===== src/rtl/cpu_wb_bus_if_pkg.sv =====
// Shared types and constants for the CPU-to-Wishbone bridge.
// Bus widths, the stall vector width and the bridge state encoding.
package cpu_wb_bus_if_pkg;

    localparam int REG_BUS = 32;
    localparam logic [REG_BUS-1:0] ZERO_WORD = '0;
    localparam int STALL_BUS_W = 6;

    typedef enum logic [1:0] {
        IDLE       = 2'b00,
        BUSY       = 2'b01,
        WAIT_STALL = 2'b10
    } wb_state_e;

endpackage


===== src/rtl/cpu_wb_bus_if.sv =====
// Bridge from the core's SRAM-style port to a Wishbone B3 classic master.
// Each CPU access becomes one Wishbone cycle; the pipeline stalls until it ends.
import cpu_wb_bus_if_pkg::*;

module cpu_wb_bus_if #(
    parameter int DW      = REG_BUS,
    parameter int STALL_W = STALL_BUS_W,
    parameter int TIMEOUT = 255
) (
    input  logic               clk,
    input  logic               rst,
    input  logic [STALL_W-1:0] stall_i,
    input  logic               flush_i,
    input  logic               cpu_ce_i,
    input  logic               cpu_we_i,
    input  logic [DW-1:0]      cpu_addr_i,
    input  logic [3:0]         cpu_sel_i,
    input  logic [DW-1:0]      cpu_data_i,
    output logic [DW-1:0]      cpu_data_o,
    output logic               stallreq_o,
    output logic               bus_err_o,
    output logic [DW-1:0]      wb_adr_o,
    output logic [DW-1:0]      wb_dat_o,
    output logic               wb_we_o,
    output logic [3:0]         wb_sel_o,
    output logic               wb_stb_o,
    output logic               wb_cyc_o,
    input  logic [DW-1:0]      wb_dat_i,
    input  logic               wb_ack_i
);

    localparam int CW = (TIMEOUT > 0) ? $clog2(TIMEOUT + 1) : 1;
    localparam int TO_LAST_I = (TIMEOUT > 0) ? TIMEOUT - 1 : 0;
    localparam logic [CW-1:0] TO_LAST = TO_LAST_I[CW-1:0];
    localparam logic [CW-1:0] CNT_MAX = '1;

    wb_state_e     state_q, state_d;
    logic [CW-1:0] cnt_q, cnt_d;
    logic [DW-1:0] rd_buf_q, rd_buf_d;
    logic [DW-1:0] adr_q, adr_d;
    logic [DW-1:0] dat_q, dat_d;
    logic          we_q, we_d;
    logic [3:0]    sel_q, sel_d;
    logic          cyc_q, cyc_d;
    logic          err_q, err_d;
    logic          drop;

    // Next-state, bus register updates and the combinational CPU-side outputs.
    always_comb begin
        state_d    = state_q;
        cnt_d      = cnt_q;
        rd_buf_d   = rd_buf_q;
        adr_d      = adr_q;
        dat_d      = dat_q;
        we_d       = we_q;
        sel_d      = sel_q;
        cyc_d      = cyc_q;
        err_d      = 1'b0;
        drop       = 1'b0;
        stallreq_o = 1'b0;
        cpu_data_o = '0;
        unique case (state_q)
            IDLE: begin
                stallreq_o = cpu_ce_i & ~flush_i;
                if (cpu_ce_i && !flush_i) begin
                    adr_d   = cpu_addr_i;
                    dat_d   = cpu_data_i;
                    we_d    = cpu_we_i;
                    sel_d   = cpu_sel_i;
                    cyc_d   = 1'b1;
                    cnt_d   = '0;
                    state_d = BUSY;
                end
            end
            BUSY: begin
                if (flush_i) begin
                    drop     = 1'b1;
                    rd_buf_d = '0;
                    state_d  = IDLE;
                end else if (wb_ack_i) begin
                    drop = 1'b1;
                    if (!we_q) begin
                        rd_buf_d   = wb_dat_i;
                        cpu_data_o = wb_dat_i;
                    end
                    state_d = (|stall_i) ? WAIT_STALL : IDLE;
                end else if (TIMEOUT != 0 && cnt_q == TO_LAST) begin
                    drop     = 1'b1;
                    rd_buf_d = '0;
                    err_d    = 1'b1;
                    state_d  = IDLE;
                end else begin
                    stallreq_o = 1'b1;
                    // Saturate rather than wrap when the timeout is disabled.
                    if (cnt_q != CNT_MAX) begin
                        cnt_d = cnt_q + 1'b1;
                    end
                end
            end
            WAIT_STALL: begin
                cpu_data_o = rd_buf_q;
                if (flush_i || stall_i == '0) begin
                    state_d = IDLE;
                end
            end
            default: begin
                state_d = IDLE;
            end
        endcase
        if (drop) begin
            cyc_d = 1'b0;
            we_d  = 1'b0;
            sel_d = '0;
            adr_d = '0;
            dat_d = '0;
        end
    end

    // State and registered Wishbone outputs; reset drops the cycle at once.
    always_ff @(posedge clk or posedge rst) begin
        if (rst) begin
            state_q  <= IDLE;
            cnt_q    <= '0;
            rd_buf_q <= '0;
            adr_q    <= '0;
            dat_q    <= '0;
            we_q     <= 1'b0;
            sel_q    <= '0;
            cyc_q    <= 1'b0;
            err_q    <= 1'b0;
        end else begin
            state_q  <= state_d;
            cnt_q    <= cnt_d;
            rd_buf_q <= rd_buf_d;
            adr_q    <= adr_d;
            dat_q    <= dat_d;
            we_q     <= we_d;
            sel_q    <= sel_d;
            cyc_q    <= cyc_d;
            err_q    <= err_d;
        end
    end

    assign wb_adr_o  = adr_q;
    assign wb_dat_o  = dat_q;
    assign wb_we_o   = we_q;
    assign wb_sel_o  = sel_q;
    assign wb_stb_o  = cyc_q;
    assign wb_cyc_o  = cyc_q;
    assign bus_err_o = err_q;

endmodule


===== config.mk =====
export PLATFORM = sky130hd
export DESIGN_NAME = cpu_wb_bus_if
export DESIGN_NICKNAME = d
export VERILOG_FILES = /design/src/rtl/cpu_wb_bus_if_pkg.sv /design/src/rtl/cpu_wb_bus_if.sv
export SDC_FILE = /design/constraint.sdc
export NUM_CORES = 1
export LEC_CHECK = 0
export ABC_CLOCK_PERIOD_IN_PS = 4500
export CAP_MARGIN = 0
export CORE_MARGIN = 5
export CORE_UTILIZATION = 43
export DETAILED_ROUTE_END_ITERATION = 6
export PLACE_DENSITY = 0.79
export REMOVE_ABC_BUFFERS = 1
export SETUP_SLACK_MARGIN = 0.15
export SLEW_MARGIN = 20
export SYNTH_ARGS = -nofsm -noshare
export SYNTH_HDL_FRONTEND = slang
export SYNTH_SLANG_ARGS = --single-unit

===== constraint.sdc =====
create_clock -name clk -period 4.5 [get_ports clk]
set_input_delay 1.125 -clock clk [delete_from_list [all_inputs] [get_ports clk]]
set_output_delay 1.125 -clock clk [all_outputs]
set_load 0.02 [all_outputs]

==> impl_results.md, run 1 <==
- Slew @ Worst Pin: 1.01 ns
- Hold_buf cts: 0
- Fin crit share: 94.2%
- WP depth: 7
- Clock slew at reported path FFs: 0.05 ns
- CP arrival: 3.11 ns
- Drt wl/cell: 16.8 µm
- Area leader, netlist: dfrtp_1
- Gr usage total: 21.0%
- Clock sink count: 113
- Worst Path Max Fanout: 64
- Resize count post-CTS: 0
- Total length of routed wires: 15,100 µm
- Status: finished clean
- Via density: 5.32
- HP Class: flop to flop
- Yosys top cell area share: 54.1%
- Peak VDD IR: 0.363 mV
- Placed Area: 0.00745 mm²
- Final Instance Area: 0.00799 mm²
- CP dominant cell by count: clkdlybuf4s50_1
- Pre-antenna DRT Iters: 7
- Post-synth top flop: dfrtp_1
- Routed Antenna Nets: 0
- Layout filler cell count: 945
- Longest Clk Path Bufs: 2
- Worst hold path depth: 1
- Share of cells above drive strength 1: 7.03%
- Number of enable flip-flop cells after synthesis: 0
- GP Congestion: 0.818
- Initial core utilization: 43.7%
- Seq/Total Area, Yosys: 54.1%
- Slew Viols, Final: 0
- Final setup fails: 0
- Core area: 0.0120 mm²
- Synthesis warning total: 0
- Area of the die: 0.0145 mm²
- Synth Cell Area: 0.00523 mm²
- H-tree levels: 4
- CTS tree: yes
- Fmax: 236 MHz
- Root Driver: clkbuf_16
- Count leader, synth: nand2_1
- Crit path required time: 3.38 ns
- Setup CP Type: input port to output pin
- Postcts setup bufs: 0
- Buffers added on ports: 216
- Tmin final: 4.24 ns
- PwrDens: 596 mW/mm²
- Synth cell count leaders: 145 x nand2_1, 113 x dfrtp_1, 69 x a21oi_1
- Critical Path Source Type: input port
- Critical path buffers and inverters: 3
- Io pins: 217
- Row cnt: 40
- DRT iter0 DRCs: 267
- Mapped Cells: 539
- Global-route wire length before repair: 24,100 µm
- Congestion Overflow GR: 0
- Drt drc: 0
- Clk_skew: 0.00710 ns
- Rel. slew slack: 32.1%
- Setup crit end kind: output pin
- Die height: 120 µm
- Largest net degree at the start of global routing: 73
- Hold Violations, Final: 0
- Clk_lat worst skew: 0.41 ns
- Post-layout util: 66.8%
- Syn Area/Cell: 9.70 µm²
- Ys async rst share: 100%
- Vias: 4,791
- Syn-to-layout area delta: 52.8%
- Ant. Diodes: 0
- Delay-heaviest family, CP: buffers and inverters
- Yosys reg bits: 113
- Worst r2r path cells: 7
- Chip width: 120 µm
- Vias in the first global route: 4,843
- Leak: 3.28 nW
- Num CTS Buffers: 17
- Initial antenna violation count: 0
- HPWL Detailed: 10,300 µm
- Slowest CP cell: clkdlybuf4s50_1
- RSZ-0062 raised after global routing: no
- Slowest stage delay, CP: 0.65 ns
- Crit path cell chain: clkdlybuf4s50_1 > nand2_1 > nor3_4 > buf_12 > a22oi_1 > nor2b_1 > clkdlybuf4s50_1
- Net count, final: 859
- Main area contributors after synthesis: dfrtp_1 54%, nand2_1 10%, a21oi_1 6.6%, a22o_1 5.4%, a22oi_1 4.6%
- Max-cap violations: 0
- Yosys cell types: 46
[layout make-up]
class                           instances  area [µm²]  area share (%)
Clock buffer                           26         509            6.38
Tap cell                              147         184            2.30
Timing Repair Buffer                  225        2250            28.2
Multi-Input combinational cell        376        2150            26.9
Clock inverter                          5        27.5           0.345
Sequential cell                       113        2830            35.4
Inverter                                9        36.3           0.454
[where the power goes]
group | switching [mW] | total, mW | internal, mW
registers | 0.201 | 1.57 | 1.37
clock network | 0.426 | 1.19 | 0.767
logic | 1.10 | 2.00 | 0.904
total | 1.72 | 4.76 | 3.04
[logic make-up (layout without fill, tap and decap cells)]
| logic type | count (synthesis) | after routing | share of synthesized area, % |
|---|---|---|---|
| AO/OA/AOI/OAI | 159 | 159 | 20.9 |
| multiplexers | 3 | 3 | 0.598 |
| flip-flops | 113 | 113 | 54.1 |
| XOR/XNOR | 1 | 1 | 0.168 |
| adder cells (fa/ha/maj) | 5 | 5 | 1.20 |
| buffers and inverters | 50 | 265 | 5.19 |
| AND/OR/NAND/NOR | 208 | 208 | 17.9 |
[cell usage in the layout (no fill, tap or decap), types with 2 or more instances in the layout]
cell type / instances
clkdlybuf4s50_1: 216
nand2_1: 144
dfrtp_1: 113
a21oi_1: 69
nor2b_1: 35
a22o_1: 32
a22oi_1: 32
clkbuf_16: 17
nor2_1: 11
inv_1: 8
buf_4: 7
ha_1: 5
clkbuf_8: 5
clkinv_2: 4
clkbuf_1: 4
nand3_1: 3
o21ai_0: 3
a21o_1: 3
a21oi_2: 3
nor3_1: 2
o211ai_1: 2
o22a_1: 2
a211o_1: 2
nand2b_1: 2
o2bb2ai_1: 2
mux2i_1: 2
buf_12: 2
[state kept, by name, summed over array words and instances, names as in the netlist]
name / cells
bus_err_o: 1
wb_sel_o: 4
wb_dat_o: 32
wb_adr_o: 32
rd_buf_q: 32
cnt_q: 8
wb_we_o: 1
state_q: 2
wb_cyc_o: 1
[worst reg2reg max path, stage by stage, from the launching register on]
cell and delay, ns:
dfrtp_1 0.39, inv_1 0.11, ha_1 0.26, and3b_2 0.22, buf_4 0.57, a21oi_1 0.12
a21o_1 0.26, a211o_1 0.32
[path summary, 6_finish.rpt]
| check | startpoint | slack, ns | end |
|---|---|---|---|
| setup / recovery | wb_ack_i | 0.26 | cpu_data_o[14] |
| hold / removal | rd_buf_q[19]$_DFFE_PP0P_ | 0.50 | rd_buf_q[19]$_DFFE_PP0P_ |
| setup reg to reg | state_q[0]$_DFFE_PP0P_ | 2.13 | cnt_q[4]$_DFFE_PP0P_ |
| hold reg to reg | rd_buf_q[19]$_DFFE_PP0P_ | 0.50 | rd_buf_q[19]$_DFFE_PP0P_ |
| max in group asynchronous | rst | 2.54 | wb_adr_o[29]$_DFFE_PP0P_ |
| min in group asynchronous | rst | 1.20 | wb_adr_o[16]$_DFFE_PP0P_ |
[stage by stage]
step | cells | hold WS, ns | power [mW] | setup TNS (ns) | setup WS [ns]
final | 901 | 0.495 | 4.76 | 0 | 0.260
after global placement | 870 | 0.483 | 3.53 | 0 | 0.346
after detailed placement | 870 | 0.482 | 3.58 | 0 | 0.303
after floorplan | 498 | 0.466 | 2.66 | -7.48 | -0.238
after CTS | 901 | 0.499 | 4.81 | 0 | 0.293
after global routing | 901 | 0.509 | 5.05 | 0 | 0.165
[routing by layer]
| metal | up-vias | GRT usage (%) | share of wire (%) |
|---|---|---|---|
| met1 | 2278 | 23.9 | 38 |
| met5 | - | 0 | 0 |
| met4 | 0 | 8.85 | 2.1 |
| met3 | 32 | 8.93 | 11 |
| met2 | 219 | 34.8 | 49 |
| li1 | 2262 | - | - |
Note: power is estimated with default switching activity, not from simulation.
==> inputs of run 2 (changes only) <==
- CAP_MARGIN: 0 -> 20
- CORE_UTILIZATION: 43 -> 57
- DONT_BUFFER_PORTS: default -> 1
- PLACE_DENSITY: 0.79 -> 0.71
- RECOVER_POWER: default -> 25
==> run 2 against run 1 <==
- the run now ends with capacitance limit, slew limit left
- worst setup slack better by 0.36 ns
- first-iteration DRC count fell by 1.1%
- largest cell class unchanged
- cell count decreased by 28%
- count of clock-buffer cells in the layout decreased by 8
- critical path type is now flop to output pin
- register-to-register slack got worse by 0.24 ns
- global-route usage increased by 1.9 points
- maximum frequency grew 9.2%
- critical path depth is the same
==> impl_results.md, run 2 (synthesis results as in run 1) <==
- Status: complete, but fails checks (was finished clean)
- Failing checks: capacitance limit, slew limit
- Largest net degree at the start of global routing: 84 (was 73)
- Initial antenna violation count: 0 (unchanged)
- Root Driver: clkbuf_8 (was clkbuf_16)
- Pre-antenna DRT Iters: 6 (was 7)
- HP Class: flop to flop (unchanged)
- Fin crit share: 86.3% (was 94.2%)
- Resize count post-CTS: 0 (unchanged)
- Gr usage total: 22.9% (was 21.0%)
- Reg-to-Reg Start: state_q[1]$_DFFE_PP0P_ (was state_q[0]$_DFFE_PP0P_)
- Critical Path Source Type: flop (was input port)
- CTS tree: yes (unchanged)
- Postcts setup bufs: 0 (unchanged)
- Worst r2r path cells: 6 (was 7)
- PwrDens: 740 mW/mm² (was 596 mW/mm²)
- Fmax: 258 MHz (was 236 MHz)
- Chip width: 106 µm (was 120 µm)
- Io pins: 217 (unchanged)
- Most frequent cells in the layout: 144 x nand2_1, 113 x dfrtp_1, 69 x a21oi_1, 35 x nor2b_1 (was 216 x clkdlybuf4s50_1, 144 x nand2_1, 113 x dfrtp_1, 69 x a21oi_1, 35 x nor2b_1)
- Leak: 2.50 nW (was 3.28 nW)
- Clk_skew: 0.00925 ns (was 0.00710 ns)
- Buffers added on ports: 0 (was 216)
- Routed Antenna Nets: 0 (unchanged)
- Clock sink count: 113 (unchanged)
- Die height: 106 µm (was 120 µm)
- WL met1: 5020 µm (was 5810 µm)
- Congestion Overflow GR: 0 (unchanged)
- Net count, final: 643 (was 859)
- Max layer used: met4 (unchanged)
- Ant. Diodes: 0 (unchanged)
- Routed length on met2: 5750 µm (was 7390 µm)
- Hold_buf cts: 0 (unchanged)
- Vias: 3,925 (was 4,791)
- Clk_lat worst skew: 0.49 ns (was 0.41 ns)
- Via density: 6.04 (was 5.32)
- Setup crit end kind: output pin (unchanged)
- Worst R2R End: wb_adr_o[10]$_DFFE_PP0P_ (was cnt_q[4]$_DFFE_PP0P_)
- DRT iter0 DRCs: 264 (was 267)
- Most common cell after layout, fill and taps aside: nand2_1 (was clkdlybuf4s50_1)
- Clock slew at reported path FFs: 0.06 ns (was 0.05 ns)
- Share of cells above drive strength 1: 10.6% (was 7.03%)
- Row cnt: 35 (was 40)
- Final setup fails: 0 (unchanged)
- Hold_sp: rd_buf_q[4]$_DFFE_PP0P_ (was rd_buf_q[19]$_DFFE_PP0P_)
- Area of the die: 0.0112 mm² (was 0.0145 mm²)
- Layout filler cell count: 748 (was 945)
- Worst Path Max Fanout: 64 (unchanged)
- Worst hold path depth: 1 (unchanged)
- Initial core utilization: 57.4% (was 43.7%)
- CP arrival: 2.76 ns (was 3.11 ns)
- Rel. slew slack: -100% (was 32.1%)
- H-tree levels: 4 (unchanged)
- Slew Viols, Final: 84 (was 0)
- Drt wl/cell: 19.1 µm (was 16.8 µm)
- Vias in the first global route: 3,932 (was 4,843)
- Non-Filler Instances: 650 (was 901)
- Post-layout util: 63.9% (was 66.8%)
- Syn-to-layout area delta: 11.3% (was 52.8%)
- Crit path required time: 3.38 ns (about the same)
- GP Congestion: 0.808 (was 0.818)
- Worst hold path endpoint: rd_buf_q[4]$_DFFE_PP0P_ (was rd_buf_q[19]$_DFFE_PP0P_)
- HPWL Detailed: 8520 µm (was 10,300 µm)
- Num CTS Buffers: 17 (unchanged)
- Total length of routed wires: 12,400 µm (was 15,100 µm)
- Peak VDD IR: 0.346 mV (was 0.363 mV)
- RSZ-0062 raised after global routing: no (unchanged)
- Global-route wire length before repair: 20,600 µm (was 24,100 µm)
- Reg-to-reg slack, setup: 1.89 ns (was 2.13 ns)
- Longest Clk Path Bufs: 2 (unchanged)
- Setup CP Type: flop to output pin (was input port to output pin)
- DP Cell Count: 618 (was 870)
- Drt drc: 0 (unchanged)
- DR WL met3: 1330 µm (was 1620 µm)
- Core area: 0.00911 mm² (was 0.0120 mm²)
- Hold Violations, Final: 0 (unchanged)
- Max-cap violations: 1 (was 0)
- Slew @ Worst Pin: 3.00 ns (was 1.01 ns)
- Tmin final: 3.88 ns (was 4.24 ns)
run 2: per-stage QoR:
stage | setup TNS [ns] | instance area (µm²) | hold slack (ns) | power (mW) | worst slack (ns)
6_report | 0 | 5820 | 0.500 | 4.31 | 0.618
5_1_grt | 0 | 5820 | 0.510 | 4.58 | 0.383
4_1_cts | 0 | 5830 | 0.504 | 4.35 | 0.609
3_5_place_dp | 0 | 5220 | 0.483 | 2.98 | 0.985
3_3_place_gp | 0 | 5220 | 0.485 | 2.94 | 1.04
2_1_floorplan | -7.48 | 4990 | 0.466 | 2.66 | -0.238
run 2: power by group:
group	switching (mW)	total (mW)	internal (mW)
registers	0.520	1.88	1.36
logic	0.666	1.08	0.416
clock network	0.479	1.34	0.865
total	1.66	4.31	2.65
run 2: how the worst max path moves through the flow:
stage | start | to | slack, ns | cells after the start
floorplan | wb_ack_i | cpu_data_o[22] | -0.24 | 4
global placement | wb_ack_i | cpu_data_o[8] | 1.04 | 5
detailed placement | wb_ack_i | cpu_data_o[23] | 0.99 | 5
CTS | state_q[1]$_DFFE_PP0P_ | cpu_data_o[30] | 0.61 | 7
global route | rst | rd_buf_q[14]$_DFFE_PP0P_ | 0.38 | 1
finish | state_q[1]$_DFFE_PP0P_ | cpu_data_o[10] | 0.62 | 7
run 2: worst max-delay path: stages, from the launching register on:
cell and delay [ns]:
dfrtp_1 0.39, inv_1 0.10, ha_1 0.41, nand2_1 0.18, nor3_4 0.13, buf_4 0.49
a22oi_1 0.15, nor2b_1 0.39
run 2: cell type report:
type | instances | area [µm²] | share of cell area, %
Tap cell | 111 | 139 | 2.39
Clock buffer | 18 | 428 | 7.35
Clock inverter | 14 | 179 | 3.07
Multi-Input combinational cell | 376 | 2150 | 36.9
Timing Repair Buffer | 9 | 65.1 | 1.12
Inverter | 9 | 33.8 | 0.580
Sequential cell | 113 | 2830 | 48.6
run 2: routing by layer:
layer	GRT usage, %	vias to the layer above
li1	-	1833
met1	30.0	1876
met2	34.1	192
met3	8.88	24
met4	9.71	0
met5	0	-
==> inputs of run 3 (changes only) <==
- CELL_PAD_IN_SITES_DETAIL_PLACEMENT: default -> 1
- CELL_PAD_IN_SITES_GLOBAL_PLACEMENT: default -> 2
- CORE_UTILIZATION: 57 -> 36
- PLACE_DENSITY: 0.71 -> 0.77
- SKIP_LAST_GASP: default -> 1
==> run 3 against run 2 <==
- the flow still finishes with violations (capacitance limit, slew limit)
- worst hold slack got worse by 0.0010 ns
- critical path depth unchanged
- sequential share of layout area is 0.82 points lower
- cell count increased by 11%
- global-route usage shrank 5.6 points
- critical endpoint is now cpu_data_o[31]
==> impl_results.md, run 3 (synthesis results as in run 1) <==
- Die height: 131 µm (was 106 µm)
- Critical Path Source Type: flop (unchanged)
- Final WS setup: 0.858 ns (was 0.618 ns)
- Peak VDD IR: 0.256 mV (was 0.346 mV)
- CTS tree: yes (unchanged)
- Clock sink count: 113 (unchanged)
- PwrDens: 733 mW/mm² (was 740 mW/mm²)
- Chip width: 131 µm (was 106 µm)
- DRT iter0 DRCs: 156 (was 264)
- Ant. Diodes: 0 (unchanged)
- Gr usage total: 17.3% (was 22.9%)
- Num CTS Buffers: 17 (unchanged)
- HPWL Detailed: 10,200 µm (was 8520 µm)
- Global-route wire length before repair: 22,900 µm (was 20,600 µm)
- Vias: 3,961 (was 3,925)
- RSZ-0062 raised after global routing: no (unchanged)
- Combinational power share: 25.6% (was 25.1%)
- Sequential group share of total power: 43.6% (was 43.7%)
- Critical path buffers and inverters: 2 (unchanged)
- Clock slew at reported path FFs: 0.05 ns (was 0.06 ns)
- Hold_buf cts: 0 (unchanged)
- Io pins: 217 (unchanged)
- Congestion Overflow GR: 0 (unchanged)
- Slew Viols, Final: 54 (was 84)
- GP Congestion: 0.774 (was 0.808)
- HP Class: flop to flop (unchanged)
- Slew @ Worst Pin: 2.42 ns (was 3.00 ns)
- Place WS: 1.18 ns (was 0.985 ns)
- Crit path cell chain: inv_1 > ha_1 > nand2_1 > nor3_4 > buf_12 > a22oi_1 > nor2b_1 (was inv_1 > ha_1 > nand2_1 > nor3_4 > buf_4 > a22oi_1 > nor2b_1)
- Drt wl/cell: 20.1 µm (was 19.1 µm)
- Area of the die: 0.0170 mm² (was 0.0112 mm²)
- Clk_skew: 0.00885 ns (was 0.00925 ns)
- Most common cell after layout, fill and taps aside: nand2_1 (unchanged)
- Slowest CP cell: ha_1 (was buf_4)
- Net count, final: 642 (was 643)
- Root Driver: clkbuf_16 (was clkbuf_8)
- Clock network fraction of design power: 30.7% (was 31.2%)
- Status: complete, but fails checks (unchanged)
- Drt drc: 0 (unchanged)
- Total length of routed wires: 14,500 µm (was 12,400 µm)
- Crit path required time: 3.38 ns (about the same)
- Final setup fails: 0 (unchanged)
- Resize count post-CTS: 0 (unchanged)
- Row cnt: 44 (was 35)
- Syn-to-layout area delta: 13.2% (was 11.3%)
- Post-layout util: 41.2% (was 63.9%)
- Delay-heaviest family, CP: simple AND/OR/NAND/NOR gates (unchanged)
- Sw power: 1.68 mW (was 1.66 mW)
- Initial core utilization: 36.4% (was 57.4%)
- Hold Violations, Final: 0 (unchanged)
- Leak: 2.49 nW (was 2.50 nW)
- Pre-antenna DRT Iters: 4 (was 6)
- Initial antenna violation count: 0 (unchanged)
- Largest net degree at the start of global routing: 73 (was 84)
- Routed Antenna Nets: 0 (unchanged)
- Setup crit end kind: output pin (unchanged)
- Clk_lat worst skew: 0.41 ns (was 0.49 ns)
- Tmin final: 3.64 ns (was 3.88 ns)
- Rel. slew slack: -62.2% (was -100%)
- Setup CP Type: flop to output pin (unchanged)
- Failing checks: capacitance limit, slew limit (unchanged)
- H-tree levels: 4 (unchanged)
- Internal Pwr Total: 2.66 mW (was 2.65 mW)
- Share of cells above drive strength 1: 10.0% (was 10.6%)
- Min Hold Slack: 0.499 ns (was 0.500 ns)
- Core area: 0.0144 mm² (was 0.00911 mm²)
- Worst Path Max Fanout: 64 (unchanged)
- Layout filler cell count: 1,601 (was 748)
- Most frequent cells in the layout: 144 x nand2_1, 113 x dfrtp_1, 69 x a21oi_1, 35 x nor2b_1 (unchanged)
- Tot Pwr: 4.34 mW (was 4.31 mW)
- Via density: 5.49 (was 6.04)
- Switching Share: 38.8% (was 38.6%)
- CP arrival: 2.52 ns (was 2.76 ns)
- Fmax: 275 MHz (was 258 MHz)
- Vias in the first global route: 4,308 (was 3,932)
- Placed Area: 0.00533 mm² (was 0.00522 mm²)
- Slowest stage delay, CP: 0.45 ns (was 0.49 ns)
- Buffers added on ports: 0 (unchanged)
- Postcts setup bufs: 0 (unchanged)
- Longest Clk Path Bufs: 2 (unchanged)
- Max-cap violations: 1 (unchanged)
- Fin crit share: 80.9% (was 86.3%)
- Final Instance Area: 0.00592 mm² (was 0.00582 mm²)
## run 3: changes by cell type in the layout (fill, tap and decap cells not counted)
cell / previous run / this run
bufinv_16: 3 / 2
clkinvlp_2: 0 / 1
buf_4: 8 / 6
inv_6: 3 / 0
clkbuf_1: 0 / 3
clkinvlp_4: 3 / 5
inv_1: 9 / 8
clkbuf_2: 1 / 0
clkinv_4: 4 / 0
clkbuf_16: 16 / 17
buf_12: 0 / 2
clkbuf_8: 2 / 4
## run 3: final timing paths
path	start	to	slack (ns)	cells after the start
setup / recovery	state_q[1]$_DFFE_PP0P_	cpu_data_o[31]	0.86	7
hold / removal	rd_buf_q[8]$_DFFE_PP0P_	rd_buf_q[8]$_DFFE_PP0P_	0.50	1
setup reg to reg	state_q[0]$_DFFE_PP0P_	cnt_q[4]$_DFFE_PP0P_	2.14	7
hold reg to reg	rd_buf_q[8]$_DFFE_PP0P_	rd_buf_q[8]$_DFFE_PP0P_	0.50	1
max in group asynchronous	rst	wb_sel_o[2]$_DFFE_PP0P_	2.14	2
min in group asynchronous	rst	wb_adr_o[7]$_DFFE_PP0P_	1.25	1
## run 3: layer usage
metal	vias to the layer above	track usage (%)	routed length, µm
li1	1832	-	-
met1	1938	19.4	5460
met2	168	27.3	6870
met3	23	10.6	1940
met4	0	5.69	231
met5	-	0	0
## run 3: through the flow
stage               setup TNS [ns]  cells
detailed placement               0    690
global placement                 0    690
floorplan                    -7.48    498
global route                     0    722
finish                           0    722
CTS                              0    722
## run 3: power by group through the flow
| stage | clock network (mW) | registers, mW | logic (mW) |
|---|---|---|---|
| floorplan | 0 | 1.81 | 0.857 |
| global placement | 0 | 1.91 | 1.08 |
| detailed placement | 0 | 1.92 | 1.14 |
| CTS | 1.36 | 1.90 | 1.14 |
| global route | 1.42 | 1.95 | 1.26 |
| finish | 1.33 | 1.90 | 1.11 |
## run 3: final cells by class
cell class	instances	area [µm²]	area share (%)
clock buffers	24	492	8.31
well taps	184	230	3.89
clock inverters	8	103	1.73
flip-flops and latches	113	2830	47.8
multi-input cells	376	2150	36.3
inverters	9	35.0	0.592
repair buffers	8	85.1	1.44
